## src/rtl/bp_pkg.sv

```systemverilog
// Shared branch-predictor definitions: 2-bit counter encoding,
// transition rule and PC-to-index helper.
package bp_pkg;

  localparam logic [1:0] NTS = 2'b00;
  localparam logic [1:0] NTW = 2'b01;
  localparam logic [1:0] TW  = 2'b10;
  localparam logic [1:0] TS  = 2'b11;

  // Weak-not-taken jumps straight to strong-taken on a taken outcome
  function automatic logic [1:0] bp_next(
    input logic [1:0] state,
    input logic       taken
  );
    logic [1:0] n;
    n = NTS;
    case (state)
      NTS:     n = taken ? NTW : NTS;
      NTW:     n = taken ? TS  : NTS;
      TW:      n = taken ? TS  : NTS;
      default: n = taken ? TS  : TW;
    endcase
    return n;
  endfunction

  function automatic logic [31:0] bp_idx(
    input logic [31:0] pc,
    input int unsigned lsb
  );
    return pc >> lsb;
  endfunction

endpackage

```

## src/rtl/bht_entry_next.sv

```systemverilog
// Combinational next-state for one 2-bit predictor counter.
// Also used by the single-entry FSM so both share one rule.
module bht_entry_next
  import bp_pkg::*;
(
  input  logic [1:0] state,
  input  logic       taken,
  output logic [1:0] next
);

  assign next = bp_next(state, taken);

endmodule

```

## src/rtl/bht_predictor.sv

```systemverilog
// Branch history table: 2-bit counters indexed by PC, 1-cycle
// lookup with write-first bypass, plus update/mispredict stats.
module bht_predictor
  import bp_pkg::*;
#(
  parameter int IDX_BITS = 6,
  parameter int PC_LSB   = 2,
  parameter int CNT_W    = 16
) (
  input  logic             clk,
  input  logic             rst_n,
  input  logic             lookup_valid,
  input  logic [31:0]      lookup_pc,
  output logic             pred_valid,
  output logic             pred_taken,
  output logic [1:0]       pred_state,
  input  logic             upd_valid,
  input  logic [31:0]      upd_pc,
  input  logic             upd_taken,
  input  logic             upd_pred_taken,
  output logic [CNT_W-1:0] upd_count,
  output logic [CNT_W-1:0] mispred_count
);

  localparam int N = 1 << IDX_BITS;
  localparam logic [CNT_W-1:0] CMAX = '1;

  typedef logic [IDX_BITS-1:0] idx_t;

  logic [1:0] tbl [N];
  idx_t       lidx;
  idx_t       uidx;
  logic [1:0] cur;
  logic [1:0] nxt;
  logic [1:0] rd;

  assign lidx = idx_t'(bp_idx(lookup_pc, PC_LSB));
  assign uidx = idx_t'(bp_idx(upd_pc, PC_LSB));
  assign cur  = tbl[uidx];

  bht_entry_next u_next (
    .state (cur),
    .taken (upd_taken),
    .next  (nxt)
  );

  // Write-first: a same-index update is visible to this lookup
  always_comb begin
    rd = tbl[lidx];
    if (upd_valid && (uidx == lidx)) rd = nxt;
  end

  always_ff @(posedge clk or negedge rst_n) begin
    if (!rst_n) begin
      for (int i = 0; i < N; i++) tbl[i] <= NTS;
    end else if (upd_valid) begin
      tbl[uidx] <= nxt;
    end
  end

  always_ff @(posedge clk or negedge rst_n) begin
    if (!rst_n) begin
      pred_valid <= 1'b0;
      pred_state <= NTS;
    end else begin
      pred_valid <= lookup_valid;
      if (lookup_valid) pred_state <= rd;
    end
  end

  assign pred_taken = pred_state[1];

  always_ff @(posedge clk or negedge rst_n) begin
    if (!rst_n) begin
      upd_count     <= '0;
      mispred_count <= '0;
    end else if (upd_valid) begin
      if (upd_count != CMAX) upd_count <= upd_count + 1'b1;
      if ((upd_taken != upd_pred_taken) && (mispred_count != CMAX))
        mispred_count <= mispred_count + 1'b1;
    end
  end

endmodule

```

## config.mk

```make
export PLATFORM = sky130hd
export DESIGN_NAME = bht_predictor
export DESIGN_NICKNAME = d
export VERILOG_FILES = /design/src/rtl/bp_pkg.sv /design/src/rtl/bht_entry_next.sv /design/src/rtl/bht_predictor.sv
export SDC_FILE = /design/constraint.sdc
export NUM_CORES = 1
export LEC_CHECK = 0
export CAP_MARGIN = 20
export CORE_UTILIZATION = 50
export CTS_CLUSTER_SIZE = 14
export DETAILED_ROUTE_END_ITERATION = 16
export PLACE_DENSITY = 0.72
export SYNTH_ARGS = -nofsm -noshare
export SYNTH_HDL_FRONTEND = slang
export SYNTH_HIERARCHICAL = 1
export SYNTH_SLANG_ARGS = --single-unit
```

## constraint.sdc

```tcl
create_clock -name clk -period 3.53 [get_ports clk]
set_input_delay 0.8825 -clock clk [delete_from_list [all_inputs] [get_ports clk]]
set_output_delay 0.8825 -clock clk [all_outputs]
set_load 0.005 [all_outputs]
```

After elaboration in Yosys (flattened, before gate mapping)
Cells that the tools add are included.
{ "totals": {"inputBits": 70, "reg_bits": 163} }
{ "classes": {"eq_ne": 6, "n_reduce_logical": 7, "n_lt_le_gt_ge": 3, "n_addsub": 2, "bitwise": 2, "mux": 14} }
{ "ops": {"columns": ["op", "n"], "rows": [
  ["128-bit bitwise mux", 1],
  ["16-bit by 1-bit adder with 16-bit output (second input constant)", 2],
  ["16-bit inequality test (second input constant)", 2],
  ["2-bit binary-select mux with 6-bit select", 2],
  ["7-bit greater-or-equal comparator (second input constant)", 2],
  ["2-bit 2-to-1 mux", 7],
  ["6-bit inverter with 7-bit output", 2],
  ["2-bit demux with 6-bit select", 1],
  ["7-bit by 1-bit less-than comparator with 1-bit output (second input constant)", 1],
  ["6-bit equality test", 1],
  ["2-bit case mux with 2 select lines", 1],
  ["2-bit AND reduction", 2],
  ["1-bit logical AND", 3],
  ["2-bit by 1-bit equality test with 1-bit output (second input constant)", 1],
  ["2-bit equality test (second input constant)", 1],
  ["2-bit logical NOT", 1],
  ["1-bit 2-to-1 mux", 2],
  ["2-bit OR reduction", 1],
  ["1-bit inequality test", 1]
]} }

Logic depth before layout (Yosys ltp)
{ "depth": {"word_depth": 8, "ltp_mapped": 16, "depth_no_buf": 11} }

Modules after synthesis
Netlist, hierarchy kept.
{ "modules_own_cells": {"columns": ["module", "cells_each", "instances", "area_each_um2"], "rows": [
  ["bht_predictor", 760, 1, 9161.3],
  ["bht_entry_next", 6, 1, 36.3]
]} }

Worst setup path before layout
No wires, ideal clock.
{ "synth_timing": {"kind": "input to register", "start": "in upd_pc[3]", "end": "reg pred_state[1]", "n_path_buf": 4, "stages": 14, "required_time_ns": 3.435, "setup_ns": 0.095, "arrival_ns": 3.227, "path_slack_ns": 0.207, "cell_sequence": "buf_2 buf_2 mux2_2 a2bb2oi_1 o21ai_0 a211oi_1 nand4b_1 inv_1 ha_1 o21ai_1 clkbuf_1 clkbuf_1 a31oi_1 o31ai_1"} }
{ "synth_between": {"elab_chain_cells": 8} }
{ "synth_rtl": {"columns": ["element", "line", "source"], "rows": [
  ["start, declared", "bht_predictor.sv:18", "input logic [31:0] upd_pc,"],
  ["6-bit inverter with 7-bit output (not written as such) (*)", "bht_predictor.sv:39", "assign cur = tbl[uidx];"],
  ["2-bit binary-select mux with 6-bit select (*)", "bht_predictor.sv:39", null],
  ["2-bit 2-to-1 mux (not written as such) (*) (2 in a row)", "bht_predictor.sv:39", null],
  ["via cur[1]", "bht_predictor.sv:33", "logic [1:0] cur;"],
  ["2-bit by 1-bit equality test with 1-bit output / 2-bit equality test (equally long branches)", "bp_pkg.sv:17", "case (state)"],
  ["2-bit OR reduction (no source line)", null, null],
  ["2-bit case mux with 2 select lines (*)", "bp_pkg.sv:17", null],
  ["via nxt[1]", "bht_predictor.sv:34", "logic [1:0] nxt;"],
  ["2-bit 2-to-1 mux (*)", "bht_predictor.sv:50", "if (upd_valid && (uidx == lidx)) rd = nxt;"],
  ["end signal, assigned", "bht_predictor.sv:67", "if (lookup_valid) pred_state <= rd;"],
  ["end, declared", "bht_predictor.sv:16", "output logic [1:0] pred_state,"]
]} }
The timed path passes the listed nets; every way through them passes the cells marked *. The select of a mux whose other input is x is not followed.
A chain may end at the register's enable or synchronous reset.

Worst setup path after layout
{ "layout_timing": {"start": "in upd_pc[4]", "end": "reg tbl[11] (netlist name)"} }
{ "layout_between": {"elab_chain_cells": 8} }
{ "layout_rtl": {"columns": ["element", "line", "source"], "rows": [
  ["6-bit inverter with 7-bit output (not written as such) (*)", "bht_predictor.sv:39", null],
  ["2-bit binary-select mux with 6-bit select (*)", "bht_predictor.sv:39", null],
  ["2-bit 2-to-1 mux (not written as such) (*) (2 in a row)", "bht_predictor.sv:39", null],
  ["via cur[0]", "bht_predictor.sv:33", null],
  ["2-bit by 1-bit equality test with 1-bit output / 2-bit equality test (equally long branches)", "bp_pkg.sv:17", null],
  ["2-bit OR reduction (no source line)", null, null],
  ["2-bit case mux with 2 select lines (*)", "bp_pkg.sv:17", null],
  ["via nxt[1]", "bht_predictor.sv:34", null],
  ["128-bit bitwise mux (*)", "bht_predictor.sv:57", "tbl[uidx] <= nxt;"],
  ["end signal, assigned by index", "bht_predictor.sv:57", null],
  ["end, declared", "bht_predictor.sv:30", "logic [1:0] tbl [N];"]
]} }
Marks and branches as above.

==> impl_metrics.py <==
metrics = {
    "cts": {
        "cts_tree": "built",
        "htreeDepth": 4,
        "path_clk_slew_ps": 60,
        "root_buffer": "clkbuf_16",
        "clock_sinks": 163,
        "clk_path_buf_depth": 2,
        "cts_buffers": 17,
        "clkLatencyLatePin_ps": 430,
        "post_cts_buffers": 0,
    },
    "timing": {
        "finalCriticalPeriod_ps": 3420,
        "worstMarginPinSlew_ps": 954,
        "finalHoldViolations": 0,
        "rsz0062_at_grt": "no",
        "clock.fmax_mhz": 292,
        "fin_crit_sh_pct": 97.0,
        "hold_ws_ps": 449,
        "skew_ps": 12.4,
        "slew_headroom_pct": 36.4,
        "maxSlewViolCount": 0,
        "fin_setup_tns_ps": 0,
        "setup_viol": 0,
    },
    "critical_path": {
        "cp_slowest_stage_delay_ps": 510,
        "crit_start": "upd_pc[4]",
        "r2r-start": "tbl[98]$_DFFE_PN0P_",
        "worstPathMaxFanout": 30,
        "cp-start-kind": "input pin",
        "endpoint_kind": "register",
        "path_cells": "clkdlybuf4s50_1 -> buf_12 -> buf_4 -> mux4_2 -> mux2i_1 -> nor2_1 -> a211oi_2 -> nand3_1 -> inv_1 -> ha_1 -> nand2_1 -> o21ai_4 -> buf_12 -> mux2_1",
        "cp.arrival_ps": 3740,
        "required_ps": 3840,
        "cp_slowest_cell": "clkdlybuf4s50_1",
        "timing.critical_path.mode_cell": "buf_12",
        "crit_type": "in2reg",
    },
    "flow_run": {
        "cap_violations": 0,
    },
    "yosys": {
        "synth_top_area_cell": "dfrtp_1",
        "syn_inst": 766,
        "syn_avg_cell_area_sq_um": 12.0,
        "netlist-cell-type-count": 66,
        "synth_top_area_share_pct": 44.3,
        "synth_area_leaders": "dfrtp_1, mux2_2, mux4_2",
        "yosysWarningCount": 6,
        "async_reset_ff_share_pct": 100,
        "synthFlopType": "dfrtp_1",
        "yosysSeqAreaShare_pct": 44.3,
        "ys_ff_latch": 163,
        "synth_edf_count": 0,
        "syn_nets": 839,
        "syn_area_sq_um": 9200,
    },
    "grt": {
        "grt-busiest-layer": "met2",
        "grt_max_degree": 74,
        "grt_pass1_wl_microns": 39900,
        "grt_overflow": 0,
        "grt_pass1_vias": 7136,
        "globalRouteMet2Util_pct": 46.0,
        "use_met1_pct": 37.0,
        "global_route.usage.met3_pct": 6.51,
        "antenna_found_initial": 0,
        "grt_use_total_pct": 28.4,
    },
    "placed_design": {
        "place_congestion": 0.939,
        "dp_hpwl_microns": 17400,
        "port_buffers": 53,
    },
    "pwr": {
        "power_density_nw_per_um2": 507,
        "power_mw": 5.59,
        "peakVddDrop_mv": 0.450,
        "p_leak_nw": 4.84,
    },
    "worst_hold_path": {
        "hold_class": "in2async",
    },
    "final_layout": {
        "syn_to_final_growth_pct": 19.8,
        "seq_area_sq_um": 4080,
        "antenna_cells": 0,
        "multi_input_area_sq_um": 4810,
        "fill_cells": 1406,
        "layout_commonest_cell": "dfrtp_1",
        "final_nets": 938,
        "drive_gt1_share_pct": 35.3,
        "layout_common_cells": "dfrtp_1, mux2_2, buf_4",
    },
    "detailed_routing": {
        "drcViolationCount": 0,
        "vias": 6928,
        "wl_microns": 25000,
        "drtIter0Drc": 751,
        "drtPass1Iterations": 5,
        "ant_nets": 0,
        "post_drt_via_cell_ratio": 6.26,
        "wl_per_cell_microns": 22.6,
    },
    "die": {
        "die_h_microns": 138,
        "fp.dieW_microns": 138,
        "die-area_sq_um": 18900,
        "pin_count": 106,
        "rows": 49,
        "core-area_sq_um": 18000,
        "start_util_pct": 51.0,
    },
    "outcome": {
        "status": "complete, no violations",
    },
}
==> state kept, by name, indices dropped and copies added (netlist names) <==
signal	count
tbl	128
upd_count	16
pred_state	2
mispred_count	16
pred_valid	1
==> layout make-up <==
| cell class | instances | area share (%) |
|---|---|---|
| Clock buffer | 20 | 4.05 |
| Inverter | 9 | 0.307 |
| Tap cell | 229 | 2.60 |
| Timing Repair Buffer | 134 | 11.2 |
| Sequential cell | 163 | 37.0 |
| Clock inverter | 11 | 1.18 |
| Multi-Input combinational cell | 540 | 43.6 |
==> report_power, final <==
| part | switching (mW) | internal, mW | total [mW] |
|---|---|---|---|
| sequential | 0.296 | 2.17 | 2.47 |
| clock | 0.762 | 1.06 | 1.82 |
| combinational | 0.568 | 0.734 | 1.30 |
==> critical path: cells and delay by family <==
family	cells	cell delay [ps]
AND/OR/NAND/NOR	3	340
AO/OA/AOI/OAI	2	310
buffers and inverters	5	1070
multiplexers	3	830
adder cells (fa/ha/maj)	1	260
==> per-layer routing <==
| metal | wire length (microns) | share of wire, % | vias to the layer above |
|---|---|---|---|
| met5 | 0 | 0 | - |
| met4 | 648 | 2.6 | 0 |
| met3 | 1750 | 7.0 | 57 |
| met2 | 12100 | 49 | 311 |
| met1 | 10400 | 42 | 3518 |
| li1 | - | - | 3042 |
==> through the flow <==
stage / std cells / utilization, % / setup slack (ps) / cell area, sq um
5_1_grt: 1106 / 61.1 / 29.1 / 11000
2_1_floorplan: 766 / - / 207 / 9200
3_5_place_dp: 1075 / 57.8 / -350 / 10400
6_report: 1106 / 61.1 / 106 / 11000
3_3_place_gp: 1075 / 57.8 / -319 / 10400
4_1_cts: 1106 / 61.0 / 98.4 / 11000
==> cells in the mapped netlist (11+ instances only) <==
| master | instances |
|---|---|
| dfrtp_1 | 163 |
| mux2_2 | 140 |
| nand2_1 | 61 |
| nor2_1 | 42 |
| mux4_2 | 34 |
| mux2i_1 | 27 |
| xnor2_1 | 26 |
| buf_2 | 21 |
| clkbuf_1 | 21 |
| nor2b_1 | 18 |
| nand3_1 | 17 |
| and3_1 | 13 |
| xor2_1 | 11 |
==> worst paths after layout <==
check / endpoint / slack (ps) / cells after the start
setup / recovery: tbl[11]$_DFFE_PN0P_ / 110 / 14
hold / removal: tbl[4]$_DFFE_PN0P_ / 450 / 1
setup reg to reg: tbl[11]$_DFFE_PN0P_ / 770 / 11
hold reg to reg: mispred_count[6]$_DFFE_PN0P_ / 490 / 1
max in group asynchronous: tbl[62]$_DFFE_PN0P_ / 2290 / 2
min in group clk: mispred_count[6]$_DFFE_PN0P_ / 490 / 1
==> timing repair <==
action                                  in CTS  in global routing
endpoints found under the hold margin        0                  0
hold buffers                                 0                  0
gates resized for setup                      0                  5
endpoints found under the setup margin       0                 36
==> cell families (layout without fill, tap and decap cells) <==
group / count (synthesis) / count (layout) / synth area share, %
flops: 163 / 163 / 44.3
fa+ha+maj: 3 / 3 / 0.408
simple gates: 205 / 205 / 11.4
buf+inv: 63 / 174 / 3.69
xor+xnor: 37 / 37 / 3.52
mux: 206 / 206 / 29.1
compound gates: 89 / 89 / 7.55
(Power assumes the default switching activity.)
